--- config.mk ---
export PLATFORM = sky130hd
export DESIGN_NAME = instruction_loader
export DESIGN_NICKNAME = d
export VERILOG_FILES = /design/src/rtl/instruction_loader_pkg.sv /design/src/rtl/instruction_loader_byte_assembler.sv /design/src/rtl/instruction_loader.sv
export SDC_FILE = /design/constraint.sdc
export NUM_CORES = 1
export LEC_CHECK = 0
export ABC_AREA = 0
export BUFFER_PORTS_ARGS = -buffer_cell sky130_fd_sc_hd__buf_4
export CORE_MARGIN = 3
export CORE_UTILIZATION = 35
export DETAILED_ROUTE_END_ITERATION = 6
export HOLD_SLACK_MARGIN = 0.02
export SYNTH_ARGS = -nofsm -noshare
export SYNTH_HDL_FRONTEND = slang
export SYNTH_SLANG_ARGS = --single-unit
--- constraint.sdc ---
create_clock -name i_clock -period 5.21 [get_ports i_clock]
set_input_delay 0.521 -clock i_clock [delete_from_list [all_inputs] [get_ports i_clock]]
set_output_delay 0.521 -clock i_clock [all_outputs]
set_load 0.02 [all_outputs]
--- src/rtl/instruction_loader_pkg.sv ---
// Shared definitions for the instruction loader and the instruction memory.
// Both sides size their address buses with clogb2() from here so the widths
// cannot drift apart.
//   loader_state_t    : 3-bit loader FSM encoding
//   DEFAULT_HALT_WORD : word that terminates a program load
//   clogb2()          : ceil(log2(value)), minimum 0
package instruction_loader_pkg;

  typedef enum logic [2:0] {
    ST_IDLE  = 3'd0,
    ST_RECV  = 3'd1,
    ST_WRITE = 3'd2,
    ST_DONE  = 3'd3,
    ST_ERROR = 3'd4
  } loader_state_t;

  localparam logic [31:0] DEFAULT_HALT_WORD = 32'hFFFF_FFFF;

  function automatic int clogb2(input int value);
    int res;
    int v;
    res = 0;
    v   = value - 1;
    while (v > 0) begin
      res = res + 1;
      v   = v >> 1;
    end
    return res;
  endfunction

endpackage

--- src/rtl/instruction_loader_byte_assembler.sv ---
// Byte-to-word assembler for the instruction loader.
// Bytes shift in from the LSB side so the first byte of a word lands in the
// top byte (big-endian). A down-counter tracks the bytes still missing; the
// strobe that hits terminal count completes the word.
//   i_clock, i_reset : clock, async active-high reset
//   i_clear          : restart assembly (counter reload, shift register zero)
//   i_byte           : incoming byte
//   i_byte_strobe    : i_byte is consumed this cycle
//   o_word           : word including the byte being consumed this cycle
//   o_word_valid     : o_word is complete at this edge (one-cycle pulse)
module byte_assembler
  import instruction_loader_pkg::*;
#(
  parameter int NB_DATA = 32
) (
  input  logic               i_clock,
  input  logic               i_reset,
  input  logic               i_clear,
  input  logic [7:0]         i_byte,
  input  logic               i_byte_strobe,
  output logic [NB_DATA-1:0] o_word,
  output logic               o_word_valid
);

  localparam int NB_BYTES = NB_DATA / 8;
  localparam int NB_BCNT  = (NB_BYTES > 1) ? $clog2(NB_BYTES) : 1;
  localparam logic [NB_BCNT-1:0] BCNT_LOAD = NB_BCNT'(NB_BYTES - 1);

  logic [NB_DATA-1:0] shift_q;
  logic [NB_BCNT-1:0] bcnt_q;

  // Shift written as a shift/or so it also holds for an 8-bit word.
  assign o_word       = (shift_q << 8) | NB_DATA'(i_byte);
  assign o_word_valid = i_byte_strobe && (bcnt_q == '0);

  always_ff @(posedge i_clock or posedge i_reset) begin
    if (i_reset) begin
      shift_q <= '0;
      bcnt_q  <= BCNT_LOAD;
    end else if (i_clear) begin
      shift_q <= '0;
      bcnt_q  <= BCNT_LOAD;
    end else if (i_byte_strobe) begin
      shift_q <= o_word;
      if (bcnt_q == '0) begin
        bcnt_q <= BCNT_LOAD;
      end else begin
        bcnt_q <= bcnt_q - 1'b1;
      end
    end
  end

endmodule

--- src/rtl/instruction_loader.sv ---
// Program loader for the instruction memory. Assembles big-endian words from
// a byte stream, writes them to consecutive word addresses and keeps the CPU
// in reset until the halt word has been stored.
//   i_clock, i_reset    : clock, async active-high reset
//   i_start             : one-cycle request to begin a load (IDLE/DONE/ERROR)
//   i_byte/i_byte_valid : byte stream, handshake with o_byte_ready
//   o_wr_addr/o_wr_data : byte address and word, qualified by o_wr_enable
//   o_cpu_reset         : CPU/fetch held in reset
//   o_cpu_enable        : CPU may run
//   o_done              : halt word stored
//   o_overflow          : memory filled before the halt word
//   o_word_count        : words written in the current load
//
// state    | meaning
// ---------+-----------------------------------------------------------
// ST_IDLE  | after reset, waiting for i_start
// ST_RECV  | accepting bytes of the current word
// ST_WRITE | single-cycle write strobe of the assembled word
// ST_DONE  | halt word stored, CPU released
// ST_ERROR | memory full without halt word, CPU kept in reset
module instruction_loader
  import instruction_loader_pkg::*;
#(
  parameter int NB_DATA            = 32,
  parameter int N_ADDR             = 2048,
  parameter int LOG2_N_INSMEM_ADDR = clogb2(N_ADDR),
  parameter logic [NB_DATA-1:0] HALT_WORD = DEFAULT_HALT_WORD
) (
  input  logic                            i_clock,
  input  logic                            i_reset,
  input  logic                            i_start,
  input  logic [7:0]                      i_byte,
  input  logic                            i_byte_valid,
  output logic                            o_byte_ready,
  output logic [LOG2_N_INSMEM_ADDR-1:0]   o_wr_addr,
  output logic [NB_DATA-1:0]              o_wr_data,
  output logic                            o_wr_enable,
  output logic                            o_cpu_reset,
  output logic                            o_cpu_enable,
  output logic                            o_done,
  output logic                            o_overflow,
  output logic [LOG2_N_INSMEM_ADDR-2:0]   o_word_count
);

  localparam int NB_CNT = LOG2_N_INSMEM_ADDR - 1;
  // Number of words that fit in memory; reaching it without a halt is an error.
  localparam logic [NB_CNT-1:0] MAX_WORDS = NB_CNT'(2 ** (LOG2_N_INSMEM_ADDR - 2));

  loader_state_t state_q, state_d;

  logic [NB_CNT-1:0]             word_count_q;
  logic [NB_CNT-1:0]             count_inc;
  logic [LOG2_N_INSMEM_ADDR-1:0] wr_addr_q;
  logic [NB_DATA-1:0]            wr_data_q;
  logic                          load_clear;
  logic                          byte_strobe;
  logic [NB_DATA-1:0]            asm_word;
  logic                          asm_word_valid;

  assign byte_strobe = i_byte_valid && (state_q == ST_RECV);
  assign count_inc   = word_count_q + NB_CNT'(1);

  byte_assembler #(
    .NB_DATA (NB_DATA)
  ) u_byte_assembler (
    .i_clock       (i_clock),
    .i_reset       (i_reset),
    .i_clear       (load_clear),
    .i_byte        (i_byte),
    .i_byte_strobe (byte_strobe),
    .o_word        (asm_word),
    .o_word_valid  (asm_word_valid)
  );

  always_ff @(posedge i_clock or posedge i_reset) begin
    if (i_reset) begin
      state_q <= ST_IDLE;
    end else begin
      state_q <= state_d;
    end
  end

  always_comb begin
    state_d    = state_q;
    load_clear = 1'b0;
    case (state_q)
      ST_IDLE, ST_DONE, ST_ERROR: begin
        if (i_start) begin
          state_d    = ST_RECV;
          load_clear = 1'b1;
        end
      end
      ST_RECV: begin
        if (asm_word_valid) begin
          state_d = ST_WRITE;
        end
      end
      ST_WRITE: begin
        if (wr_data_q == HALT_WORD) begin
          state_d = ST_DONE;
        end else if (count_inc == MAX_WORDS) begin
          state_d = ST_ERROR;
        end else begin
          state_d = ST_RECV;
        end
      end
      default: state_d = ST_IDLE;
    endcase
  end

  // Address and data are captured when the word completes, so they are
  // stable for the whole WRITE cycle and hold afterwards.
  always_ff @(posedge i_clock or posedge i_reset) begin
    if (i_reset) begin
      word_count_q <= '0;
      wr_addr_q    <= '0;
      wr_data_q    <= '0;
    end else begin
      if (load_clear) begin
        word_count_q <= '0;
      end else if (state_q == ST_WRITE) begin
        word_count_q <= count_inc;
      end
      if ((state_q == ST_RECV) && asm_word_valid) begin
        wr_addr_q <= {word_count_q[NB_CNT-2:0], 2'b00};
        wr_data_q <= asm_word;
      end
    end
  end

  assign o_byte_ready = (state_q == ST_RECV);
  assign o_wr_enable  = (state_q == ST_WRITE);
  assign o_cpu_reset  = (state_q != ST_DONE);
  assign o_cpu_enable = (state_q == ST_DONE);
  assign o_done       = (state_q == ST_DONE);
  assign o_overflow   = (state_q == ST_ERROR);
  assign o_wr_addr    = wr_addr_q;
  assign o_wr_data    = wr_data_q;
  assign o_word_count = word_count_q;

endmodule

==> flow_summary.toml <==
[outcome]
status = "complete, no violations"

[clocking]
cts_buffer_depth = 2
cts_sinks = 80
tritoncts = "built"
clk_latency_ns = 0.35
clk_pin_slew_ns = 0.09
post_cts_buffers = 0
ctsResizeCount = 0
h-tree-depth = 3
cts_hold_buf = 0
cts-buffers-inserted = 9
clock-root-buffer = "clkbuf_8"

[timing]
hold_viol_final = 0
max_freq_mhz = 338
setup_tns_ns = 0
drv_slew = 0
rsz0062_at_grt = "no"
slew_headroom = 0.290
fin_crit_ns = 2.96
fin_crit_sh = 0.568
setup_viol_count_final = 0
worst_pin_slew_ns = 1.06
skew_ns = 0.0121

[drt]
drc = 0
drtPass1Iterations = 4
avgRoutedWirePerCell_um = 14.7
ant_nets = 0
viasPerCell = 4.88
drtIter0Drc = 102
wirelength_um = 7500
dr_total_vias = 2484

[setup_path]
crit_fanout = 43
reg2reg_to = "state_q[0]"
end_kind = "register"
critPathTopFamily = "simple AND/OR/NAND/NOR gates"
r2r-start = "state_q[0]"
cp_slowest_stage_delay_ns = 0.86
rr_worst_depth = 4
cp.required_ns = 5.45
path_cells = "and4bb_1 -> nand2_2 -> a32o_1 -> a21o_1"
ff2ff_setup_slack_ns = 2.25
crit_arrival_ns = 3.21
path_buf_inv = 0
slowest_stage = "and4bb_1"
crit_type = "register to register"
start_kind = "register"

[global_route]
grt_usage = 0.140
grt_pass1_wl_um = 12500
antenna_found_initial = 0
grt_max_degree = 81
gr-total-overflow = 0
grt_pass1_vias = 2469

[logic_synthesis]
ys_warn_count = 0
synth_edf_count = 0
syn_area_per_cell_um2 = 11.2
seq_area_frac_synth = 0.571
ys_top_cells_by_count = "dfrtp_1, nand2_1, mux2_2"
syn_inst = 314
synth.top_cell.area_share = 0.556
synthesis.area_um2 = 3510
synth_top_area_cell = "dfrtp_1"
ys_types = 47
synth-seq-cells = 80
yosys_most_used_dff = "dfrtp_1"
async_reset_ff_frac = 1.00
synth_area_leaders = "dfrtp_1, mux2_2, nand2_1, a21oi_1, buf_4"
synth_most_common_cell = "dfrtp_1"

[final_layout]
n_fill_cell = 920
area_growth_pct = 20.4
drive_above_1_share = 0.345
diodes = 0
nets = 389

[placed_design]
dp_hpwl_um = 5050
port_buffers = 68
gp_congestion = 0.817

[floorplanning]
die_y_um = 106
dieArea_um2 = 11300
floorplan.initialDensity = 0.369
die_w_um = 106
ios = 71
num_rows = 35
coreArea_um2 = 9500

[pwr]
p_leak_nw = 2.03
total_power_mw = 2.37
irDropWorstVdd_mv = 0.220
powerDensity_nw_per_um2 = 560

[hold_path]
hold_start = "i_byte[7]"
hold_path_depth = 2
hp-class = "primary input to register"
hold_path_end = "o_wr_data[7]"

[job]
cap_viol_max_count = 0
==> power by group <==
group | switching (mW) | total (mW) | internal, mW
registers | 0.200 | 1.07 | 0.872
logic | 0.468 | 0.868 | 0.400
clock network | 0.247 | 0.427 | 0.180
==> final cells by class <==
| class | count | area (µm²) | area share |
|---|---|---|---|
| multi-input cells | 206 | 1330 | 0.314 |
| clock buffers | 10 | 128 | 0.0302 |
| repair buffers | 69 | 518 | 0.123 |
| clock inverters | 6 | 52.6 | 0.0124 |
| inverters | 9 | 35.0 | 0.00829 |
| flip-flops and latches | 80 | 2000 | 0.475 |
| well taps | 129 | 161 | 0.0382 |
==> stage by stage <==
step / hold slack, ns / area, µm² / util / setup WS [ns] / std cells
after floorplan: 0.455 / 3510 / - / 2.64 / 315
after global placement: 0.473 / 4040 / 0.426 / 2.19 / 493
after detailed placement: 0.474 / 4040 / 0.426 / 2.14 / 493
after CTS: 0.383 / 4220 / 0.445 / 2.20 / 509
after global routing: 0.376 / 4220 / 0.445 / 1.96 / 509
final: 0.393 / 4220 / 0.445 / 2.25 / 509
==> kinds of logic after synthesis <==
family	count (synthesis)	share of synthesized area
AND/OR/NAND/NOR	104	0.141
flip-flops	80	0.571
AO/OA/AOI/OAI	53	0.0863
multiplexers	41	0.132
buffers and inverters	29	0.0521
XOR/XNOR	4	0.00999
adder cells (fa/ha/maj)	2	0.00713
other	1	0.00107
==> registers in the layout, summed over array words and instances, names as in the netlist <==
| signal | cells |
|---|---|
| o_wr_data | 32 |
| u_byte_assembler.shift_q | 24 |
| o_word_count | 10 |
| o_wr_addr | 9 |
| state_q | 3 |
| u_byte_assembler.bcnt_q | 2 |
==> worst max path at each step <==
| stage | from | end | slack [ns] | cells past startpoint |
|---|---|---|---|---|
| floorplan | i_reset | o_word_count[0] | 2.64 | 1 |
| CTS | state_q[1] | state_q[0] | 2.20 | 4 |
| detailed placement | i_byte_valid | state_q[0] | 2.14 | 5 |
| finish | state_q[0] | state_q[0] | 2.25 | 4 |
| global route | state_q[0] | state_q[0] | 1.96 | 4 |
| global placement | i_byte_valid | state_q[0] | 2.19 | 5 |
==> cell usage in the layout (no fill, tap or decap), drive strengths merged, types with 2 or more instances in the layout <==
master	count
dfrtp	78
buf	69
nand2	63
mux2	41
a21oi	30
o21ai	13
nand4	11
nor2	10
clkbuf	10
inv	10
o22ai	3
clkinv	3
nand2b	2
and3	2
nand3	2
xor2	2
nor4	2
xnor2	2
ha	2
conb	2
clkinvlp	2
dfstp	2
and2	2
or4	2
==> per-layer routing <==
| layer | wire length, µm | GRT usage |
|---|---|---|
| met1 | 3660 | 0.189 |
| met2 | 3400 | 0.213 |
| met3 | 341 | 0.0449 |
| met4 | 95 | 0.0453 |
| met5 | 0 | 0 |
Power figures use the tool's default switching activity.
